===== src/rtl/inert_seq_ctrl_if.sv =====
// SPI master handshake between the inertial-sensor sequencer and the 16-bit SPI engine.
// The sequencer is the master: it starts transfers, the SPI engine answers with done/rd_data.
interface inert_seq_ctrl_if;
    logic        wrt;
    logic [15:0] cmd;
    logic        done;
    logic [15:0] rd_data;

    modport master (output wrt, output cmd, input done, input rd_data);
    modport slave  (input wrt, input cmd, output done, output rd_data);
endinterface


===== src/rtl/inert_seq_ctrl.sv =====
// Inertial-sensor sequencer: wake delay, configuration write list, then INT-driven
// multi-channel sample reads published atomically, with an INT watchdog that re-configures.
module inert_seq_ctrl #(
    parameter int                     NUM_CH    = 2,
    parameter int                     INIT_CNT  = 4,
    parameter logic [INIT_CNT*16-1:0] INIT_CMDS = {16'h0D02, 16'h1053, 16'h1150, 16'h1460},
    parameter logic [NUM_CH*7-1:0]    CH_ADDR   = {7'h22, 7'h2C},
    parameter int                     WAKE_BITS = 16,
    parameter int                     TO_BITS   = 20
) (
    input  logic                   clk,
    input  logic                   rst,
    input  logic                   en,
    input  logic                   INT,
    inert_seq_ctrl_if.master       spi,
    output logic                   vld,
    output logic [NUM_CH*16-1:0]   data,
    output logic                   cfg_done,
    output logic                   err
);

    localparam int IDX_W = (INIT_CNT > 1) ? $clog2(INIT_CNT) : 1;
    localparam int NBYTE = 2 * NUM_CH;
    localparam int B_W   = $clog2(NBYTE);

    localparam logic [2:0] WAKE      = 3'd0;
    localparam logic [2:0] CFG_ISSUE = 3'd1;
    localparam logic [2:0] CFG_WAIT  = 3'd2;
    localparam logic [2:0] IDLE      = 3'd3;
    localparam logic [2:0] RD_ISSUE  = 3'd4;
    localparam logic [2:0] RD_WAIT   = 3'd5;
    localparam logic [2:0] PUBLISH   = 3'd6;

    logic [2:0]                state;
    logic [WAKE_BITS-1:0]      wake_cnt;
    logic [TO_BITS-1:0]        wd;
    logic [IDX_W-1:0]          idx;
    logic [B_W-1:0]            b;
    logic                      int_meta;
    logic                      int_s;
    logic [NBYTE-1:0][7:0]     stage;
    logic [15:0]               init_cmd;
    logic [6:0]                ch_addr;
    logic [6:0]                rd_addr;
    logic [NUM_CH*16-1:0]      sample;
    logic                      unused_rd_hi;

    // Only the low byte of each SPI read carries register data.
    assign unused_rd_hi = &{1'b0, spi.rd_data[15:8]};

    always_comb begin
        init_cmd = '0;
        for (int i = 0; i < INIT_CNT; i++)
            if (idx == IDX_W'(i))
                init_cmd = INIT_CMDS[(INIT_CNT-1-i)*16 +: 16];
    end

    always_comb begin
        ch_addr = '0;
        for (int i = 0; i < NUM_CH; i++)
            if ((b >> 1) == B_W'(i))
                ch_addr = CH_ADDR[(NUM_CH-1-i)*7 +: 7];
    end

    // High byte lives at the next register address; the 7-bit add wraps.
    assign rd_addr = ch_addr + {6'd0, b[0]};

    genvar g;
    generate
        for (g = 0; g < NUM_CH; g++) begin : g_pack
            assign sample[(NUM_CH-1-g)*16 +: 16] = {stage[2*g+1], stage[2*g]};
        end
    endgenerate

    always_ff @(posedge clk) begin
        if (rst) begin
            state    <= WAKE;
            wake_cnt <= '0;
            wd       <= '0;
            idx      <= '0;
            b        <= '0;
            int_meta <= 1'b0;
            int_s    <= 1'b0;
            stage    <= '0;
            spi.wrt  <= 1'b0;
            spi.cmd  <= '0;
            vld      <= 1'b0;
            data     <= '0;
            cfg_done <= 1'b0;
            err      <= 1'b0;
        end else begin
            int_meta <= INT;
            int_s    <= int_meta;
            spi.wrt  <= 1'b0;
            vld      <= 1'b0;
            case (state)
                WAKE: begin
                    wake_cnt <= wake_cnt + WAKE_BITS'(1);
                    if (&wake_cnt) begin
                        idx   <= '0;
                        state <= CFG_ISSUE;
                    end
                end
                CFG_ISSUE: begin
                    spi.wrt <= 1'b1;
                    spi.cmd <= init_cmd;
                    state   <= CFG_WAIT;
                end
                CFG_WAIT: begin
                    if (spi.done) begin
                        spi.cmd <= '0;
                        if (idx == IDX_W'(INIT_CNT-1)) begin
                            cfg_done <= 1'b1;
                            state    <= IDLE;
                        end else begin
                            idx   <= idx + IDX_W'(1);
                            state <= CFG_ISSUE;
                        end
                    end
                end
                IDLE: begin
                    // INT has priority over a watchdog expiry on the same cycle.
                    if (int_s && en) begin
                        b     <= '0;
                        wd    <= '0;
                        state <= RD_ISSUE;
                    end else if (&wd) begin
                        err      <= 1'b1;
                        cfg_done <= 1'b0;
                        idx      <= '0;
                        wd       <= '0;
                        state    <= CFG_ISSUE;
                    end else if (!en) begin
                        wd <= '0;
                    end else begin
                        wd <= wd + TO_BITS'(1);
                    end
                end
                RD_ISSUE: begin
                    spi.wrt <= 1'b1;
                    spi.cmd <= {1'b1, rd_addr, 8'h00};
                    state   <= RD_WAIT;
                end
                RD_WAIT: begin
                    if (spi.done) begin
                        stage[b] <= spi.rd_data[7:0];
                        spi.cmd  <= '0;
                        if (b == B_W'(NBYTE-1)) begin
                            state <= PUBLISH;
                        end else begin
                            b     <= b + B_W'(1);
                            state <= RD_ISSUE;
                        end
                    end
                end
                PUBLISH: begin
                    data  <= sample;
                    vld   <= 1'b1;
                    state <= IDLE;
                end
                default: state <= WAKE;
            endcase
        end
    end

endmodule


===== src/flat_wrapper.sv =====
// flat-port wrapper written by rule: the top's interface ports become plain ports
module inert_seq_ctrl_flat 
#(
    parameter int                     NUM_CH    = 2,
    parameter int                     INIT_CNT  = 4,
    parameter logic [INIT_CNT*16-1:0] INIT_CMDS = {16'h0D02, 16'h1053, 16'h1150, 16'h1460},
    parameter logic [NUM_CH*7-1:0]    CH_ADDR   = {7'h22, 7'h2C},
    parameter int                     WAKE_BITS = 16,
    parameter int                     TO_BITS   = 20
)
  (clk, rst, en, INT, vld, data, cfg_done, err, spi_wrt, spi_cmd, spi_done, spi_rd_data);
  inert_seq_ctrl_if spi_i ();
  input  logic clk;
  input  logic rst;
  input  logic en;
  input  logic INT;
  output logic vld;
  output logic [NUM_CH*16-1:0] data;
  output logic cfg_done;
  output logic err;
  output wire logic [$bits(spi_i.wrt)-1:0] spi_wrt;
  output wire logic [$bits(spi_i.cmd)-1:0] spi_cmd;
  input wire logic [$bits(spi_i.done)-1:0] spi_done;
  input wire logic [$bits(spi_i.rd_data)-1:0] spi_rd_data;
  assign spi_wrt = spi_i.wrt;
  assign spi_cmd = spi_i.cmd;
  assign spi_i.done = spi_done;
  assign spi_i.rd_data = spi_rd_data;
  inert_seq_ctrl #(.NUM_CH(NUM_CH), .INIT_CNT(INIT_CNT), .INIT_CMDS(INIT_CMDS), .CH_ADDR(CH_ADDR), .WAKE_BITS(WAKE_BITS), .TO_BITS(TO_BITS)) u_core (.clk(clk), .rst(rst), .en(en), .INT(INT), .spi(spi_i), .vld(vld), .data(data), .cfg_done(cfg_done), .err(err));
endmodule

===== config.mk =====
export PLATFORM = sky130hd
export DESIGN_NAME = inert_seq_ctrl_flat
export DESIGN_NICKNAME = d
export VERILOG_FILES = /design/src/rtl/inert_seq_ctrl_if.sv /design/src/rtl/inert_seq_ctrl.sv /design/src/flat_wrapper.sv
export SDC_FILE = /design/constraint.sdc
export NUM_CORES = 1
export LEC_CHECK = 0
export CORE_UTILIZATION = 26
export DETAILED_ROUTE_END_ITERATION = 10
export PLACE_DENSITY = 0.4
export SYNTH_ARGS = -nofsm -noshare
export SYNTH_HDL_FRONTEND = slang
export SYNTH_SLANG_ARGS = --single-unit

===== constraint.sdc =====
create_clock -name clk -period 5.7 [get_ports clk]
set_clock_uncertainty 0.1 [all_clocks]
set_input_delay 1.14 -clock clk [delete_from_list [all_inputs] [get_ports clk]]
set_output_delay 1.14 -clock clk [all_outputs]
set_load 0.05 [all_outputs]

==> results.txt, run 1 <==
----------------------------------------------------
[Floorplanning]
  Initial Utilization ... 26.8%
  Die area ... 20900 sq um
  Height of the die ... 144 um
  Die X ... 144 um
  Std-Cell Core Area ... 19700 sq um
  Number of cell rows ... 51
  Num ports ... 73

[Synthesis]
  EDFF count, synth ... 0
  Netlist cell types ... 46
  Share of synthesized flip-flops with an asynchronous set or reset ... 0%
  Yosys warning count ... 0
  Synthesized area divided by synthesized cell count ... 8.07 sq um
  Fraction of the yosys area taken by sequential cells ... 46.7%
  Flop and latch count out of synthesis ... 123
  Post-Syn Instances ... 654
  Primary FF master, synth ... dfxtp_1
  Share of the synthesized area in the top cell type ... 46.7%
  Cell accounting for the most synthesized area ... dfxtp_1
  Synth area leaders ... dfxtp_1 (47%), nand2_1 (9.5%), a21oi_1 (8.8%)
  Cell Area, Synth ... 5280 sq um

[Critical path]
  Nature of the critical path startpoint ... input port
  Arrival time at the worst endpoint ... 3.33 ns
  Worst path required time ... 5.92 ns
  Maximum net fanout on the critical path ... 11
  Category of the worst setup path capture point ... register
  Startpoint-to-endpoint class of the critical path ... in2reg

[Clocking]
  Number of clock buffers inserted by TritonCTS ... 17
  Clock Tree Buf Depth ... 2
  CTS Hold Buffers Added ... 0
  Clock network latency to the later pin of the worst-skew pair ... 0.41 ns
  CTS root buffer ... clkbuf_16
  Clk pin slew, worst setup/hold paths ... 0.06 ns
  CTS sink cnt ... 123
  Post-CTS setup repair buffer count ... 0
  Count of H-tree levels built during CTS ... 4
  CTS tree ... done
  Number of resized instances in the post-cts repair step ... 0

[GRT]
  Maximum number of pins on one net before global-route repair ... 67
  GRT Overall Usage ... 13.7%
  GRT Residual Overflow ... 0
  Wire length of the first global-routing pass ... 21.9 mm
  Vias in the first global route ... 4323
  Number of antenna violations at the first check in global routing ... 0

[Final layout]
  Antenna Diode Count ... 0
  Most frequent cells in the layout ... nand2_1 (134), dfxtp_1 (123), a21oi_1 (93)
  Total Nets Final ... 719
  Area occupied by registers ... 2460 sq um
  Total area of multi-input combinational cells ... 2540 sq um
  Number of fillers in the final layout ... 2121
  Post-layout instance count excluding filler cells ... 966
  Most common cell after layout, fill and taps aside ... nand2_1
  Growth of design area from synthesis to finish ... 24.7%
  Fraction of layout instances using a drive strength above 1 ... 6.42%

[Placement]
  Placer Congestion ... 0.743
  Detailed placement HPWL ... 8.97 mm
  Count of input and output buffers ... 60
  Number of placed instances with taps included ... 934
  Post-placement setup slack ... 2.20 ns

[Worst hold path]
  Worst min-delay path class ... reg2reg

[Power and ir drop]
  Power consumption ... 2.31 mW
  Largest vdd supply drop ... 203 uV
  Power Dens Cells ... 352 nW/um^2
  Leakage power ... 2.20 nW

[STA]
  Max Transition Viols Final ... 0
  Slew margin rel. ... 20.7%
  Time the worst path needs with I/O delays and setup ... 3.11 ns
  Setup repair after global routing missed its margin ... no
  Fin worst setup slack ... 2.59 ns
  Maximum achievable frequency ... 321 MHz
  Worst-margin pin slew ... 1.19 ns
  Share of the cycle needed by the critical path after routing ... 54.6%
  Total setup violations reported at the end of the flow ... 0
  Final number of hold-violating endpoints ... 0
  Setup TNS ... 0 ns

[Detailed routing]
  Via-to-Cell Ratio ... 4.77
  Total length of routed wires ... 13.5 mm
  Detailed-routing iteration count for the pre-antenna-repair pass ... 4
  Via total after detailed routing ... 4604
  Post-DRT Antenna Nets ... 0
  DR DRC count ... 0
  Wire per inst ... 14.0 um
  Number of design-rule violations left by the first detailed-router iteration ... 220

[Flow run]
  Max Cap Violations ... 0

[Outcome]
  Status ... completed

----------------------------------------------------
-- flip-flops by register name, summed over array words and instances (netlist names) --
name / flops
u_core.int_s: 1
u_core.vld: 1
u_core.spi.wrt: 1
u_core.b: 2
u_core.wake_cnt: 16
u_core.data: 32
u_core.int_meta: 1
u_core.cfg_done: 1
u_core.sample: 32
u_core.state: 3
u_core.idx: 2
u_core.spi.cmd: 10
u_core.wd: 20
u_core.err: 1
-- stage by stage --
| step | util [%] | instance area (sq um) | hold slack, ns |
|---|---|---|---|
| floorplan | - | 5290 | 0.314 |
| global placement | 30.5 | 6000 | 0.339 |
| detailed placement | 30.5 | 6000 | 0.347 |
| CTS | 33.5 | 6580 | 0.352 |
| global route | 33.5 | 6580 | 0.370 |
| finish | 33.5 | 6580 | 0.350 |
-- path summary, 6_finish.rpt --
kind	cells past startpoint	end	slack, ns	from
worst min-delay path	2	u_core.data[6]$_SDFFE_PP0P_	0.35	u_core.sample[6]$_SDFFE_PP0P_
worst max register to register	5	u_core.sample[30]$_SDFFE_PP0P_	2.90	u_core.state[2]$_SDFFE_PP0P_
worst min register to register	2	u_core.data[6]$_SDFFE_PP0P_	0.35	u_core.sample[6]$_SDFFE_PP0P_
worst max-delay path	6	u_core.wd[19]$_SDFFE_PP0N_	2.59	en
-- layout make-up --
| type | instances | share of cell area [%] |
|---|---|---|
| inverters | 11 | 0.628 |
| clock inverters | 15 | 2.28 |
| well taps | 265 | 5.04 |
| flip-flops and latches | 123 | 37.4 |
| multi-input cells | 471 | 38.6 |
| clock buffers | 17 | 6.47 |
| repair buffers | 64 | 9.55 |
-- layer usage --
layer	GRT usage, %	vias up	wire length, um
met5	0	-	0
met4	5.15	0	150
met3	3.31	14	418
met2	20.4	76	5890
met1	18.8	2187	7050
li1	-	2327	-
-- synthesized netlist by cell type (10+ instances only) --
cell / count
and3_1: 11
nor2_1: 41
a31oi_1: 13
inv_1: 11
clkbuf_1: 38
nand2_1: 134
dfxtp_1: 123
nand3_1: 45
a21oi_1: 93
nand4_1: 11
ha_1: 10
o21ai_0: 15
-- power by group --
part           switching, mW  leakage, nW  internal [mW]  total [mW]
clock                  0.443        0.283          0.615        1.06
sequential            0.0503        0.992          0.890       0.941
combinational          0.202        0.923          0.111       0.313
-- kinds of logic after synthesis --
kind of cell               Yosys count  share of synthesized area, %
and+or+nand+nor                    295                          27.1
DFF                                123                          46.7
xor gates and xnor gates            14                          2.32
muxes                                6                          1.14
AOI/OAI and AO/OA                  142                          15.0
other                                1                        0.0711
adders and majority gates           10                          2.37
buffers and inverters               63                          5.41
-- worst max-delay path, stage by stage --
cell and delay, ns:
clkdlybuf4s50_1 0.52, nand2b_1 0.26, or2_0 0.42, a21oi_1 0.61
nand2_1 0.11, a311oi_1 0.28
Power figures use the tool's default switching activity.
==> run 2, diff against run 1 <==
==> constraint.sdc (replaced) <==
create_clock -name clk -period 3.2 [get_ports clk]
set_clock_uncertainty 0.1 [all_clocks]
set_input_delay 0.64 -clock clk [delete_from_list [all_inputs] [get_ports clk]]
set_output_delay 0.64 -clock clk [all_outputs]
set_load 0.05 [all_outputs]
==> run 2 against run 1 <==
Against the previous run: core utilization increased by 0.32 points; total power is 77% higher; global-route usage increased by 0.24 points; sequential cell count stayed put; first-iteration DRC count did not move; wire length grew 0.48%; critical endpoint is now u_core.wd[3]$_SDFFE_PP0N_; largest cell class unchanged.
==> results.txt, run 2 (same netlist as run 1, synthesis figures left out) <==
----------------------------------------------------
[Clocking]
  Clk pin slew, worst setup/hold paths ... 0.06 ns (about the same)
  CTS sink cnt ... 123 (unchanged)
  Clock network latency to the later pin of the worst-skew pair ... 0.41 ns (about the same)
  CTS Hold Buffers Added ... 0 (unchanged)
  CTS tree ... done
  Clock Tree Buf Depth ... 2 (unchanged)
  CTS root buffer ... clkbuf_16
  Post-CTS setup repair buffer count ... 0 (unchanged)
  Count of H-tree levels built during CTS ... 4 (unchanged)
  Number of clock buffers inserted by TritonCTS ... 17 (unchanged)
  Number of resized instances in the post-cts repair step ... 0 (unchanged)

[Detailed routing]
  Via total after detailed routing ... 4647 (+0.93%)
  DR DRC count ... 0 (unchanged)
  Wire per inst ... 13.9 um (-0.55%)
  Total length of routed wires ... 13.6 mm (+0.48%)
  Number of design-rule violations left by the first detailed-router iteration ... 220 (unchanged)
  Detailed-routing iteration count for the pre-antenna-repair pass ... 4 (unchanged)
  Via-to-Cell Ratio ... 4.76 (-0.10%)
  Post-DRT Antenna Nets ... 0 (unchanged)

[Final layout]
  Utilization after layout ... 33.8% (+0.32 points)
  Most common cell after layout, fill and taps aside ... nand2_1
  Post-route cell area ... 6640 sq um (+0.97%)
  Number of fillers in the final layout ... 2148 (+1.3%)
  Fraction of layout instances using a drive strength above 1 ... 7.59% (+1.2 points)
  Antenna Diode Count ... 0 (unchanged)
  Total Nets Final ... 729 (+1.4%)
  Most frequent cells in the layout ... nand2_1 (134), dfxtp_1 (123), a21oi_1 (93)
  Growth of design area from synthesis to finish ... 25.9%

[Floorplanning]
  Height of the die ... 144 um (unchanged)
  Die area ... 20900 sq um (unchanged)
  Num ports ... 73 (unchanged)
  Number of cell rows ... 51 (unchanged)
  Die X ... 144 um (unchanged)
  Initial Utilization ... 26.8% (unchanged)
  Std-Cell Core Area ... 19700 sq um (unchanged)

[Outcome]
  Status ... completed

[STA]
  Total setup violations reported at the end of the flow ... 0 (unchanged)
  Setup TNS ... 0 ns (unchanged)
  Max Transition Viols Final ... 0 (unchanged)
  Time the worst path needs with I/O delays and setup ... 2.44 ns
  Slew margin rel. ... 21.6% (+0.89 points)
  Final number of hold-violating endpoints ... 0 (unchanged)
  Fin worst setup slack ... 0.756 ns (-1.83 ns)
  Worst-margin pin slew ... 1.18 ns (-0.0133 ns)
  Maximum achievable frequency ... 409 MHz
  Setup repair after global routing missed its margin ... no
  Share of the cycle needed by the critical path after routing ... 76.4%

[Critical path]
  Maximum net fanout on the critical path ... 18 (+7)
  Worst flop-to-flop path endpoint ... u_core.wd[3]$_SDFFE_PP0N_
  Slack of the worst reg-to-reg path ... 0.76 ns (-2.14 ns)
  Arrival time at the worst endpoint ... 2.68 ns (-0.65 ns)
  Category of the worst setup path capture point ... register
  Nature of the critical path startpoint ... register
  Logic depth of the worst register-to-register path ... 6 (+1)
  Worst path required time ... 3.43 ns (-2.49 ns)
  FF-to-FF Start ... u_core.state[0]$_SDFFE_PP0P_
  Startpoint-to-endpoint class of the critical path ... reg2reg

[Placement]
  Post-DP Area ... 6080 sq um (+1.3%)
  Count of input and output buffers ... 60 (unchanged)
  Placer Congestion ... 0.755 (+1.7%)
  Detailed placement HPWL ... 9.22 mm (+2.8%)
  Post-placement setup slack ... 0.564 ns (-1.64 ns)

[GRT]
  Vias in the first global route ... 4369 (+1.1%)
  Wire length of the first global-routing pass ... 22.1 mm (+0.94%)
  GRT Residual Overflow ... 0 (unchanged)
  Maximum number of pins on one net before global-route repair ... 69 (+3.0%)
  GRT Overall Usage ... 13.9% (+0.24 points)
  Number of antenna violations at the first check in global routing ... 0 (unchanged)

[Power and ir drop]
  Leakage power ... 2.23 nW (+1.5%)
  Power Dens Cells ... 618 nW/um^2 (+76%)
  Largest vdd supply drop ... 386 uV (+90%)
  Power consumption ... 4.11 mW (+77%)

[Worst hold path]
  Worst min-delay path class ... reg2reg
  Number of instances on the worst hold path ... 2 (unchanged)
  Launch instance of the worst min-delay path ... u_core.sample[31]$_SDFFE_PP0P_
  Capture endpoint of the worst hold path ... u_core.data[31]$_SDFFE_PP0P_

[Flow run]
  Max Cap Violations ... 0 (unchanged)

----------------------------------------------------
run 2: per-layer routing:
layer	vias up	routed length, um	global-route usage [%]
met4	0	208	5.54
met2	81	5980	21.2
met1	2192	6850	18.4
li1	2358	-	-
met3	16	541	3.81
met5	-	0	0
run 2: cell type report:
cell class,count,area (sq um),share of cell area (%)
Timing Repair Buffer,74,703,10.6
Clock inverter,14,135,2.03
Sequential cell,123,2460,37.1
Clock buffer,18,429,6.46
Tap cell,265,332,4.99
Inverter,11,41.3,0.622
Multi-Input combinational cell,471,2540,38.2
run 2: critical path, stage by stage, from the launching register on:
cell and delay (ns):
dfxtp_1 0.76, nand3b_4 0.28, or2_0 0.43, a211oi_1 0.26, buf_4 0.23, a41oi_1 0.14, a31oi_1 0.17
run 2: how the worst max path moves through the flow:
stage | slack, ns | from | cells past startpoint | end
floorplan | 1.23 | u_core.state[2]$_SDFFE_PP0P_ | 6 | u_core.wake_cnt[10]$_SDFFE_PP0P_
global placement | 0.62 | spi_done | 5 | u_core.sample[12]$_SDFFE_PP0P_
detailed placement | 0.56 | spi_done | 5 | u_core.sample[17]$_SDFFE_PP0P_
CTS | 0.68 | u_core.state[0]$_SDFFE_PP0P_ | 4 | u_core.data[2]$_SDFFE_PP0P_
global route | 0.47 | u_core.state[0]$_SDFFE_PP0P_ | 4 | u_core.data[2]$_SDFFE_PP0P_
finish | 0.76 | u_core.state[0]$_SDFFE_PP0P_ | 6 | u_core.wd[3]$_SDFFE_PP0N_
run 2: where the power goes:
group	switching [mW]	internal [mW]	total [mW]
clock network	0.766	1.08	1.85
registers	0.0919	1.59	1.68
logic	0.364	0.213	0.577
run 2: stage by stage:
step,hold slack [ns],std cells
finish,0.350,976
global route,0.369,976
CTS,0.353,976
detailed placement,0.347,944
global placement,0.337,944
floorplan,0.314,657
